### config.mk
export PLATFORM = sky130hd
export DESIGN_NAME = spi_peripheral_flat
export DESIGN_NICKNAME = d
export VERILOG_FILES = /design/src/rtl/spi_regs_pkg.sv /design/src/rtl/spi_peripheral_if.sv /design/src/rtl/spi_sync_edge.sv /design/src/rtl/spi_peripheral.sv /design/src/flat_wrapper.sv
export SDC_FILE = /design/constraint.sdc
export NUM_CORES = 1
export LEC_CHECK = 0
export CAP_MARGIN = 5
export CORE_MARGIN = 4
export CORE_UTILIZATION = 50
export DETAILED_ROUTE_END_ITERATION = 6
export HOLD_SLACK_MARGIN = 0.05
export PLACE_DENSITY = 0.73
export SYNTH_ARGS = -nofsm -noshare
export SYNTH_HDL_FRONTEND = slang
export SYNTH_HIERARCHICAL = 1
export SYNTH_SLANG_ARGS = --single-unit
### constraint.sdc
create_clock -name clk -period 3.72 [get_ports clk]
set_input_delay 0.744 -clock clk [delete_from_list [all_inputs] [get_ports clk]]
set_output_delay 0.744 -clock clk [all_outputs]
set_load 0.005 [all_outputs]
### src/rtl/spi_regs_pkg.sv
`default_nettype none
// ============================================================================
// Module   : spi_regs_pkg
// Purpose  : Shared constants and FSM state type for the SPI register front end.
// Revision : 1.0
// ============================================================================
package spi_regs_pkg;

    localparam int FRAME_BITS = 16;
    localparam int NUM_REGS   = 5;

    localparam logic [6:0] ADDR_EN_OUT_LO = 7'h00;
    localparam logic [6:0] ADDR_EN_OUT_HI = 7'h01;
    localparam logic [6:0] ADDR_PWM_LO    = 7'h02;
    localparam logic [6:0] ADDR_PWM_HI    = 7'h03;
    localparam logic [6:0] ADDR_DUTY      = 7'h04;

    // Bit counter saturates one past a full frame so over-length frames stay visible.
    localparam logic [4:0] CNT_FULL = 5'd16;
    localparam logic [4:0] CNT_SAT  = 5'd17;

    typedef enum logic [0:0] {
        ST_IDLE = 1'b0,
        ST_RECV = 1'b1
    } spi_state_t;

endpackage
`default_nettype wire

### src/rtl/spi_peripheral_if.sv
`default_nettype none
// ============================================================================
// Module   : spi_peripheral_if
// Purpose  : SPI pin bundle plus the five configuration register outputs.
// Revision : 1.0
// ============================================================================
interface spi_peripheral_if;
    logic       sclk;
    logic       copi;
    logic       ncs;
    logic       cipo;
    logic [7:0] en_reg_out_7_0;
    logic [7:0] en_reg_out_15_8;
    logic [7:0] en_reg_pwm_7_0;
    logic [7:0] en_reg_pwm_15_8;
    logic [7:0] pwm_duty_cycle;

    modport master (
        output sclk, copi, ncs,
        input  cipo, en_reg_out_7_0, en_reg_out_15_8,
               en_reg_pwm_7_0, en_reg_pwm_15_8, pwm_duty_cycle
    );

    modport slave (
        input  sclk, copi, ncs,
        output cipo, en_reg_out_7_0, en_reg_out_15_8,
               en_reg_pwm_7_0, en_reg_pwm_15_8, pwm_duty_cycle
    );
endinterface
`default_nettype wire

### src/rtl/spi_sync_edge.sv
`default_nettype none
// ============================================================================
// Module   : spi_sync_edge
// Purpose  : Multi-flop synchronizer with a history flop for rise/fall pulses.
// Revision : 1.0
// ============================================================================
module spi_sync_edge #(
    parameter int   SYNC_STAGES = 2,
    parameter logic RESET_VAL   = 1'b0
) (
    input  wire logic clk,
    input  wire logic rst_n,
    input  wire logic async_i,
    output logic      level_o,
    output logic      rise_o,
    output logic      fall_o
);

    logic [SYNC_STAGES-1:0] sync_q;
    logic                   hist_q;

    always_ff @(posedge clk or negedge rst_n) begin
        if (!rst_n) begin
            sync_q <= {SYNC_STAGES{RESET_VAL}};
            hist_q <= RESET_VAL;
        end else begin
            sync_q <= {sync_q[SYNC_STAGES-2:0], async_i};
            hist_q <= sync_q[SYNC_STAGES-1];
        end
    end

    assign level_o = sync_q[SYNC_STAGES-1];
    assign rise_o  =  sync_q[SYNC_STAGES-1] & ~hist_q;
    assign fall_o  = ~sync_q[SYNC_STAGES-1] &  hist_q;

endmodule
`default_nettype wire

### src/rtl/spi_peripheral.sv
`default_nettype none
// ============================================================================
// Module   : spi_peripheral
// Purpose  : SPI write-frame receiver driving five 8-bit PWM config registers.
//            Optional register readback on cipo when SPI_READBACK_EN is defined.
// Revision : 1.0
// ============================================================================
module spi_peripheral
    import spi_regs_pkg::*;
#(
    parameter int         SYNC_STAGES = 2,
    parameter logic [6:0] MAX_ADDR    = 7'h04
) (
    input wire logic         clk,
    input wire logic         rst_n,
    spi_peripheral_if.slave  bus
);

    logic w_sclk_lvl, w_sclk_rise, w_sclk_fall;
    logic w_copi_lvl, w_copi_rise, w_copi_fall;
    logic w_ncs_lvl,  w_ncs_rise,  w_ncs_fall;

    spi_sync_edge #(.SYNC_STAGES(SYNC_STAGES), .RESET_VAL(1'b0)) u_sync_sclk (
        .clk(clk), .rst_n(rst_n), .async_i(bus.sclk),
        .level_o(w_sclk_lvl), .rise_o(w_sclk_rise), .fall_o(w_sclk_fall)
    );
    spi_sync_edge #(.SYNC_STAGES(SYNC_STAGES), .RESET_VAL(1'b0)) u_sync_copi (
        .clk(clk), .rst_n(rst_n), .async_i(bus.copi),
        .level_o(w_copi_lvl), .rise_o(w_copi_rise), .fall_o(w_copi_fall)
    );
    spi_sync_edge #(.SYNC_STAGES(SYNC_STAGES), .RESET_VAL(1'b1)) u_sync_ncs (
        .clk(clk), .rst_n(rst_n), .async_i(bus.ncs),
        .level_o(w_ncs_lvl), .rise_o(w_ncs_rise), .fall_o(w_ncs_fall)
    );

    logic w_unused;
    assign w_unused = ^{w_sclk_lvl, w_sclk_fall, w_copi_rise, w_copi_fall};

    spi_state_t            state_q, state_d;
    logic [4:0]            cnt_q, cnt_d;
    logic [FRAME_BITS-1:0] shift_q, shift_d;
    logic [7:0]            regs_q [NUM_REGS];
    logic [7:0]            regs_d [NUM_REGS];
    logic                  w_commit;

`ifdef SPI_READBACK_EN
    logic [7:0] tx_q, tx_d;
    logic       cipo_q, cipo_d;
    logic [6:0] w_rd_addr;
    logic [7:0] w_rd_data;

    // Address is complete on the 8th rise: seven held bits plus the bit arriving now.
    assign w_rd_addr = {shift_q[5:0], w_copi_lvl};

    always_comb begin
        w_rd_data = 8'h00;
        if (w_rd_addr <= MAX_ADDR) begin
            case (w_rd_addr)
                ADDR_EN_OUT_LO: w_rd_data = regs_q[0];
                ADDR_EN_OUT_HI: w_rd_data = regs_q[1];
                ADDR_PWM_LO:    w_rd_data = regs_q[2];
                ADDR_PWM_HI:    w_rd_data = regs_q[3];
                ADDR_DUTY:      w_rd_data = regs_q[4];
                default:        w_rd_data = 8'h00;
            endcase
        end
    end
`endif

    always_comb begin
        state_d  = state_q;
        cnt_d    = cnt_q;
        shift_d  = shift_q;
        regs_d   = regs_q;
        w_commit = 1'b0;
`ifdef SPI_READBACK_EN
        tx_d     = tx_q;
        cipo_d   = cipo_q;
`endif
        case (state_q)
            ST_IDLE: begin
                if (w_ncs_fall) begin
                    state_d = ST_RECV;
                    cnt_d   = '0;
                    shift_d = '0;
                end
            end
            ST_RECV: begin
                if (w_ncs_rise) begin
                    state_d  = ST_IDLE;
                    w_commit = (cnt_q == CNT_FULL) && shift_q[FRAME_BITS-1]
                               && (shift_q[14:8] <= MAX_ADDR);
`ifdef SPI_READBACK_EN
                    tx_d   = '0;
                    cipo_d = 1'b0;
`endif
                end else if (w_ncs_fall) begin
                    cnt_d   = '0;
                    shift_d = '0;
`ifdef SPI_READBACK_EN
                    tx_d   = '0;
                    cipo_d = 1'b0;
`endif
                end else if (w_sclk_rise && !w_ncs_lvl) begin
                    shift_d = {shift_q[FRAME_BITS-2:0], w_copi_lvl};
                    if (cnt_q != CNT_SAT)
                        cnt_d = cnt_q + 5'd1;
`ifdef SPI_READBACK_EN
                    if (cnt_q == 5'd7 && !shift_q[6]) begin
                        cipo_d = w_rd_data[7];
                        tx_d   = {w_rd_data[6:0], 1'b0};
                    end
`endif
                end
`ifdef SPI_READBACK_EN
                // data[7] must stay put across the fall after rise 8; shifting starts after rise 9.
                else if (w_sclk_fall && cnt_q >= 5'd9 && cnt_q <= CNT_FULL) begin
                    cipo_d = tx_q[7];
                    tx_d   = {tx_q[6:0], 1'b0};
                end
`endif
            end
            default: state_d = ST_IDLE;
        endcase

        if (w_commit) begin
            case (shift_q[14:8])
                ADDR_EN_OUT_LO: regs_d[0] = shift_q[7:0];
                ADDR_EN_OUT_HI: regs_d[1] = shift_q[7:0];
                ADDR_PWM_LO:    regs_d[2] = shift_q[7:0];
                ADDR_PWM_HI:    regs_d[3] = shift_q[7:0];
                ADDR_DUTY:      regs_d[4] = shift_q[7:0];
                default:        ;
            endcase
        end
    end

    always_ff @(posedge clk or negedge rst_n) begin
        if (!rst_n)
            state_q <= ST_IDLE;
        else
            state_q <= state_d;
    end

    always_ff @(posedge clk or negedge rst_n) begin
        if (!rst_n) begin
            cnt_q   <= '0;
            shift_q <= '0;
            for (int i = 0; i < NUM_REGS; i++)
                regs_q[i] <= '0;
`ifdef SPI_READBACK_EN
            tx_q    <= '0;
            cipo_q  <= 1'b0;
`endif
        end else begin
            cnt_q   <= cnt_d;
            shift_q <= shift_d;
            regs_q  <= regs_d;
`ifdef SPI_READBACK_EN
            tx_q    <= tx_d;
            cipo_q  <= cipo_d;
`endif
        end
    end

`ifdef SPI_READBACK_EN
    assign bus.cipo = cipo_q;
`else
    assign bus.cipo = 1'b0;
`endif

    assign bus.en_reg_out_7_0  = regs_q[0];
    assign bus.en_reg_out_15_8 = regs_q[1];
    assign bus.en_reg_pwm_7_0  = regs_q[2];
    assign bus.en_reg_pwm_15_8 = regs_q[3];
    assign bus.pwm_duty_cycle  = regs_q[4];

endmodule
`default_nettype wire

### src/flat_wrapper.sv
// flat-port wrapper written by rule: the top's interface ports become plain ports
module spi_peripheral_flat import spi_regs_pkg::*;
#(
    parameter int         SYNC_STAGES = 2,
    parameter logic [6:0] MAX_ADDR    = 7'h04
)
  (clk, rst_n, bus_sclk, bus_copi, bus_ncs, bus_cipo, bus_en_reg_out_7_0, bus_en_reg_out_15_8, bus_en_reg_pwm_7_0, bus_en_reg_pwm_15_8, bus_pwm_duty_cycle);
  spi_peripheral_if bus_i ();
  input wire logic clk;
  input wire logic rst_n;
  input wire logic [$bits(bus_i.sclk)-1:0] bus_sclk;
  input wire logic [$bits(bus_i.copi)-1:0] bus_copi;
  input wire logic [$bits(bus_i.ncs)-1:0] bus_ncs;
  output wire logic [$bits(bus_i.cipo)-1:0] bus_cipo;
  output wire logic [$bits(bus_i.en_reg_out_7_0)-1:0] bus_en_reg_out_7_0;
  output wire logic [$bits(bus_i.en_reg_out_15_8)-1:0] bus_en_reg_out_15_8;
  output wire logic [$bits(bus_i.en_reg_pwm_7_0)-1:0] bus_en_reg_pwm_7_0;
  output wire logic [$bits(bus_i.en_reg_pwm_15_8)-1:0] bus_en_reg_pwm_15_8;
  output wire logic [$bits(bus_i.pwm_duty_cycle)-1:0] bus_pwm_duty_cycle;
  assign bus_i.sclk = bus_sclk;
  assign bus_i.copi = bus_copi;
  assign bus_i.ncs = bus_ncs;
  assign bus_cipo = bus_i.cipo;
  assign bus_en_reg_out_7_0 = bus_i.en_reg_out_7_0;
  assign bus_en_reg_out_15_8 = bus_i.en_reg_out_15_8;
  assign bus_en_reg_pwm_7_0 = bus_i.en_reg_pwm_7_0;
  assign bus_en_reg_pwm_15_8 = bus_i.en_reg_pwm_15_8;
  assign bus_pwm_duty_cycle = bus_i.pwm_duty_cycle;
  spi_peripheral #(.SYNC_STAGES(SYNC_STAGES), .MAX_ADDR(MAX_ADDR)) u_core (.clk(clk), .rst_n(rst_n), .bus(bus_i));
endmodule
; ---- Word level (Yosys, flattened, before mapping)
; Index checks and enable logic that the tools add are counted.
[op_classes]
n_addsub = 1
n_mul = 0
n_div = 0
order_cmp = 1
eq_ne = 10
n_shift = 0
n_mux = 16
bitwise_logic = 7
reduce_logical = 12
[ops]
columns = operator, n
row1 = 16-bit two-way mux, 4
row2 = 16-bit case mux with 2 select lines, 1
row3 = 5-bit two-way mux, 5
row4 = 7-bit by 2-bit == test with 1-bit output (second input constant), 2
row5 = 5-bit case mux with 2 select lines, 1
row6 = 2-bit AND reduction, 5
row7 = 7-bit by 1-bit == test with 1-bit output (second input constant), 1
row8 = 7-bit by 3-bit == test with 1-bit output (second input constant), 1
row9 = 7-bit by 3-bit <= comparator with 1-bit output (second input constant), 1
row10 = 7-bit zero test, 1
row11 = 3-bit inequality test (second input constant), 2
row12 = 5-bit by 1-bit adder with 5-bit output (second input constant), 1
row13 = 5-bit == test (second input constant), 1
row14 = 5-bit inequality test (second input constant), 1
row15 = 1-bit two-way mux, 4
row16 = 2-bit inequality test (second input constant), 2
row17 = 1-bit inverter, 4
row18 = 4-bit AND reduction, 1
row19 = 1-bit AND, 3
row20 = 1-bit logical AND, 3
row21 = 3-bit AND reduction, 1
row22 = 1-bit case mux with 2 select lines, 1
row23 = 1-bit zero test, 1
[totals]
reg_bits = 70
latchBits = 0
ramBits = 0
rom_bits = 0
inputBits = 5
output_inout_bits = 41
wordCells = 60
mem_count = 0

; ---- Logic depth before layout (Yosys ltp)
[depth]
ltp_word = 7
ltp_mapped = 6
depth_no_buf = 6

; ---- Cells and area by module
; The synthesis kept the hierarchy.
[modules_own_cells]
columns = mod, n_inst, cells_per_inst, area_each_um2, seq_area_each_um2
row1 = spi_peripheral, 1, 200, 2565.0, 1551.5
row2 = spi_sync_edge at u_core.u_sync_copi ..., 2, 5, 90.1, 75.1
row3 = spi_sync_edge at u_core.u_sync_ncs, 1, 5, 93.8, 78.8

; ---- Least setup slack after synthesis
; No wires, ideal clock.
[synth_timing]
path_kind = register to register
startpoint = register u_core.u_sync_ncs.sync_q[1]
endpoint = register u_core.shift_q[0]
setup_ns = 0.135
t_arrival_ns = 1.691
required_ns = 3.585
setup_slack_ns = 1.894
path_stages_with_launch = 6
n_path_buf = 1
synth_period_minus_slack_ns = 1.826
cell_sequence = dfstp_2 and2b_2 or2_2 o211ai_1 clkbuf_1 o21ai_0
[synth_via]
elab_chain_len = 5
elab_cells_between_ends = 12
cone_classes = eq/ne (3) / mux (3) / bitwise (3) / reduce/logical (3)
[synth_lines]
columns = item, line_no
row1 = start: declaration, spi_sync_edge.sv:19  ; logic [SYNC_STAGES-1:0] sync_q;
row2 = start signal: assignment, spi_sync_edge.sv:24  ; sync_q <= {SYNC_STAGES{RESET_VAL}};
row3 = start signal: assignment, spi_sync_edge.sv:27  ; sync_q <= {sync_q[SYNC_STAGES-2:0], async_i};
row4 = 1-bit inverter *, spi_sync_edge.sv:34  ; assign fall_o = ~sync_q[SYNC_STAGES-1] & hist_q;
row5 = 1-bit AND *, spi_sync_edge.sv:34
row6 = named net u_core.w_ncs_fall, spi_peripheral.sv:21  ; logic w_ncs_lvl, w_ncs_rise, w_ncs_fall;
row7 = 16-bit two-way mux, spi_peripheral.sv:97  ; end else if (w_ncs_fall) begin
row8 = 16-bit two-way mux, spi_peripheral.sv:89  ; if (w_ncs_rise) begin
row9 = 16-bit case mux with 2 select lines, spi_peripheral.sv:80  ; case (state_q)
row10 = end signal: assignment, spi_peripheral.sv:157  ; shift_q <= shift_d;
row11 = end: declaration, spi_peripheral.sv:41  ; logic [FRAME_BITS-1:0] shift_q, shift_d;
; The timed path passes the listed nets; every way through them passes the cells marked *. The select of a mux whose other input is x is not followed.
; A chain may end at the register's enable or synchronous reset.

; ---- Final worst setup path
[layout_timing]
startpoint = register u_core.u_sync_ncs.sync_q[1]
endpoint = register u_core.cnt_q[3]
[layout_via]
elab_chain_len = 5
elab_cells_between_ends = 13
cone_classes = eq/ne (4) / mux (3) / bitwise (3) / reduce/logical (3)
[layout_lines]
columns = item, line_no
row1 = 1-bit inverter *, spi_sync_edge.sv:34
row2 = 1-bit AND *, spi_sync_edge.sv:34
row3 = named net u_core.w_ncs_fall, spi_peripheral.sv:21
row4 = 5-bit two-way mux, spi_peripheral.sv:97
row5 = 5-bit two-way mux, spi_peripheral.sv:89
row6 = 5-bit case mux with 2 select lines, spi_peripheral.sv:80
row7 = end signal: assignment, spi_peripheral.sv:156  ; cnt_q <= cnt_d;
row8 = end: declaration, spi_peripheral.sv:40  ; logic [4:0] cnt_q, cnt_d;
; Marks and branches as above.

==> flow_metrics.env <==
export IMPL_outcome="complete, no violations"
export IMPL_cts_root_buf="clkbuf_8"
export IMPL_pin_count=46
export IMPL_ir_worst_vdd_mv=0.3290
export IMPL_syn_area_per_cell_um2=13.22
export IMPL_required_ns=3.99
export IMPL_syn_inst=211
export IMPL_firstDrtPassIters=5
export IMPL_hpwl_mm=3.481
export IMPL_numCtsBuffers=9
export IMPL_first_iter_violations=65
export IMPL_grt_usage_pct=17.96
export IMPL_cts_sinks=70
export IMPL_cp_startpoint="u_core/u_sync_ncs/sync_q[1]"
export IMPL_cp_cell_sequence="and2b_2 -> o211ai_1 -> buf_4 -> o21ai_0 -> a21oi_1"
export IMPL_tns_ns=0
export IMPL_vias_per_cell=5.222
export IMPL_fmaxAchievable_mhz=408.7
export IMPL_critPathMaxStageDelay_ns=0.96
export IMPL_wl_per_cell_um=15.84
export IMPL_nets=271
export IMPL_tightest_slew_ns=1.205
export IMPL_worstPathArrival_ns=2.71
export IMPL_cts_tree="done"
export IMPL_critPathCapture="u_core/cnt_q[3]"
export IMPL_min_path_cells=0
export IMPL_setup_viol=0
export IMPL_grt_pass1_wl_mm=8.790
export IMPL_vias=1765
export IMPL_final_min_clock_period_ns=2.447
export IMPL_die_h_um=82.70
export IMPL_cts_max_level=3
export IMPL_io_buffer_count=44
export IMPL_design_die_area_um2=6839
export IMPL_skew_ns=0.004980
export IMPL_drc=0
export IMPL_cts_resized_gates=0
export IMPL_grt_pass1_vias=1767
export IMPL_worst_skew_pair_late_latency_ns=0.34
export IMPL_start_util_pct=52.94
export IMPL_critPathTopFamily="compound AO/OA/AOI/OAI gates"
export IMPL_syn_area_um2=2790
export IMPL_crit_slowest_cell="o211ai_1"
export IMPL_ys_warnings_count=6
export IMPL_period_share_pct=65.78
export IMPL_r2r_start="u_core/u_sync_ncs/sync_q[1]"
export IMPL_core_area_um2=5270
export IMPL_crit_path_start_kind="flip-flop"
export IMPL_path_buf_inv=1
export IMPL_drt_wl_total_mm=5.355
export IMPL_final_common_cell="dfrtp_1"
export IMPL_critPathMaxFanout=20
export IMPL_drv_slew=0
export IMPL_ant_nets=0
export IMPL_reg2reg_slack_ns=1.27
export IMPL_reg2regPathDepth=5
export IMPL_rsz0062_at_grt="no"
export IMPL_r2r_end="u_core/cnt_q[3]"
export IMPL_holdCritPathClass="reg -> reg"
export IMPL_final_layout_size_suffix_gt1_share_pct=27.24
export IMPL_dp_cells=322
export IMPL_n_antenna_cell=0
export IMPL_max_cap_viol_count=0
export IMPL_grt_max_degree=45
export IMPL_post_cts_buffers=0
export IMPL_slew_headroom_pct=19.29
export IMPL_grt_overflow_total=0
export IMPL_hold_viol=0
export IMPL_layout_common_cells="dfrtp_1, clkdlybuf4s50_1, mux2_2"
export IMPL_powerDensity_nw_per_um2=454.8
export IMPL_syn_to_final_growth_pct=26.59
export IMPL_p_leak_nw=1.681
export IMPL_antenna_found_initial=0
export IMPL_fin_cells=338
export IMPL_synth_nets=219
export IMPL_die_w_um=82.70
export IMPL_clkTransAtPathRegs_ns=0.07
export IMPL_cp_depth=5
export IMPL_path_class="reg -> reg"
export IMPL_place_congestion=0.8093
export IMPL_final_util_pct=67.02
export IMPL_worstSetupEndpointType="flip-flop"
export IMPL_row_count=26
export IMPL_cts_hold_fix_buffers=0
export IMPL_clockBufferDepth=2
-- area by class of cell --
cell class | instances | area [µm²]
flip-flops and latches | 70 | 1755
fillers | 419 | 1738
multi-input cells | 133 | 1001
repair buffers | 47 | 457.9
clock buffers | 11 | 141.4
well taps | 70 | 87.58
clock inverters | 5 | 81.33
inverters | 2 | 7.507
-- state kept, by name (all words and copies together) (netlist names) --
name                        flops
u_core/shift_q                 16
u_core/bus.en_reg_out_15_8      8
u_core/bus.en_reg_out_7_0       8
u_core/bus.en_reg_pwm_15_8      8
u_core/bus.en_reg_pwm_7_0       8
u_core/bus.pwm_duty_cycle       8
u_core/cnt_q                    5
u_core/u_sync_copi/sync_q       2
u_core/u_sync_ncs/sync_q        2
u_core/u_sync_sclk/sync_q       2
u_core/state_q                  1
u_core/u_sync_ncs/hist_q        1
u_core/u_sync_sclk/hist_q       1
-- layer usage --
| metal | track usage [%] | vias to the layer above | wire length, µm |
|---|---|---|---|
| li1 | - | 843 | - |
| met4 | 7.843 | 0 | 104 |
| met2 | 27.56 | 44 | 2585 |
| met5 | 0 | - | 0 |
| met3 | 4.881 | 9 | 215 |
| met1 | 23.99 | 869 | 2449 |
-- metrics by stage --
step	worst slack [ns]	hold WS [ns]	total power [mW]	cell area, µm²
floorplan	1.894	0.3312	0.8973	2790
global placement	1.431	0.3344	0.9399	3309
detailed placement	1.309	0.3411	0.9457	3309
CTS	1.292	0.3575	1.626	3532
global route	1.077	0.3712	1.679	3532
finish	1.273	0.3534	1.606	3532
-- how the worst min path moves through the flow --
stage                                 start                      endpoint  slack, ns
2_1_floorplan  u_core/u_sync_copi/sync_q[0]  u_core/u_sync_copi/sync_q[1]       0.33
3_3_place_gp   u_core/u_sync_copi/sync_q[0]  u_core/u_sync_copi/sync_q[1]       0.33
3_5_place_dp   u_core/u_sync_copi/sync_q[0]  u_core/u_sync_copi/sync_q[1]       0.34
4_1_cts        u_core/u_sync_copi/sync_q[0]  u_core/u_sync_copi/sync_q[1]       0.36
5_1_grt        u_core/u_sync_copi/sync_q[0]  u_core/u_sync_copi/sync_q[1]       0.37
6_report       u_core/u_sync_copi/sync_q[0]  u_core/u_sync_copi/sync_q[1]       0.35
-- power by group --
group / total (mW) / internal (mW) / switching, mW
Sequential: 0.817 / 0.788 / 0.0292
Clock: 0.677 / 0.397 / 0.280
Combinational: 0.112 / 0.0381 / 0.0743
Power figures use the tool's default switching activity.
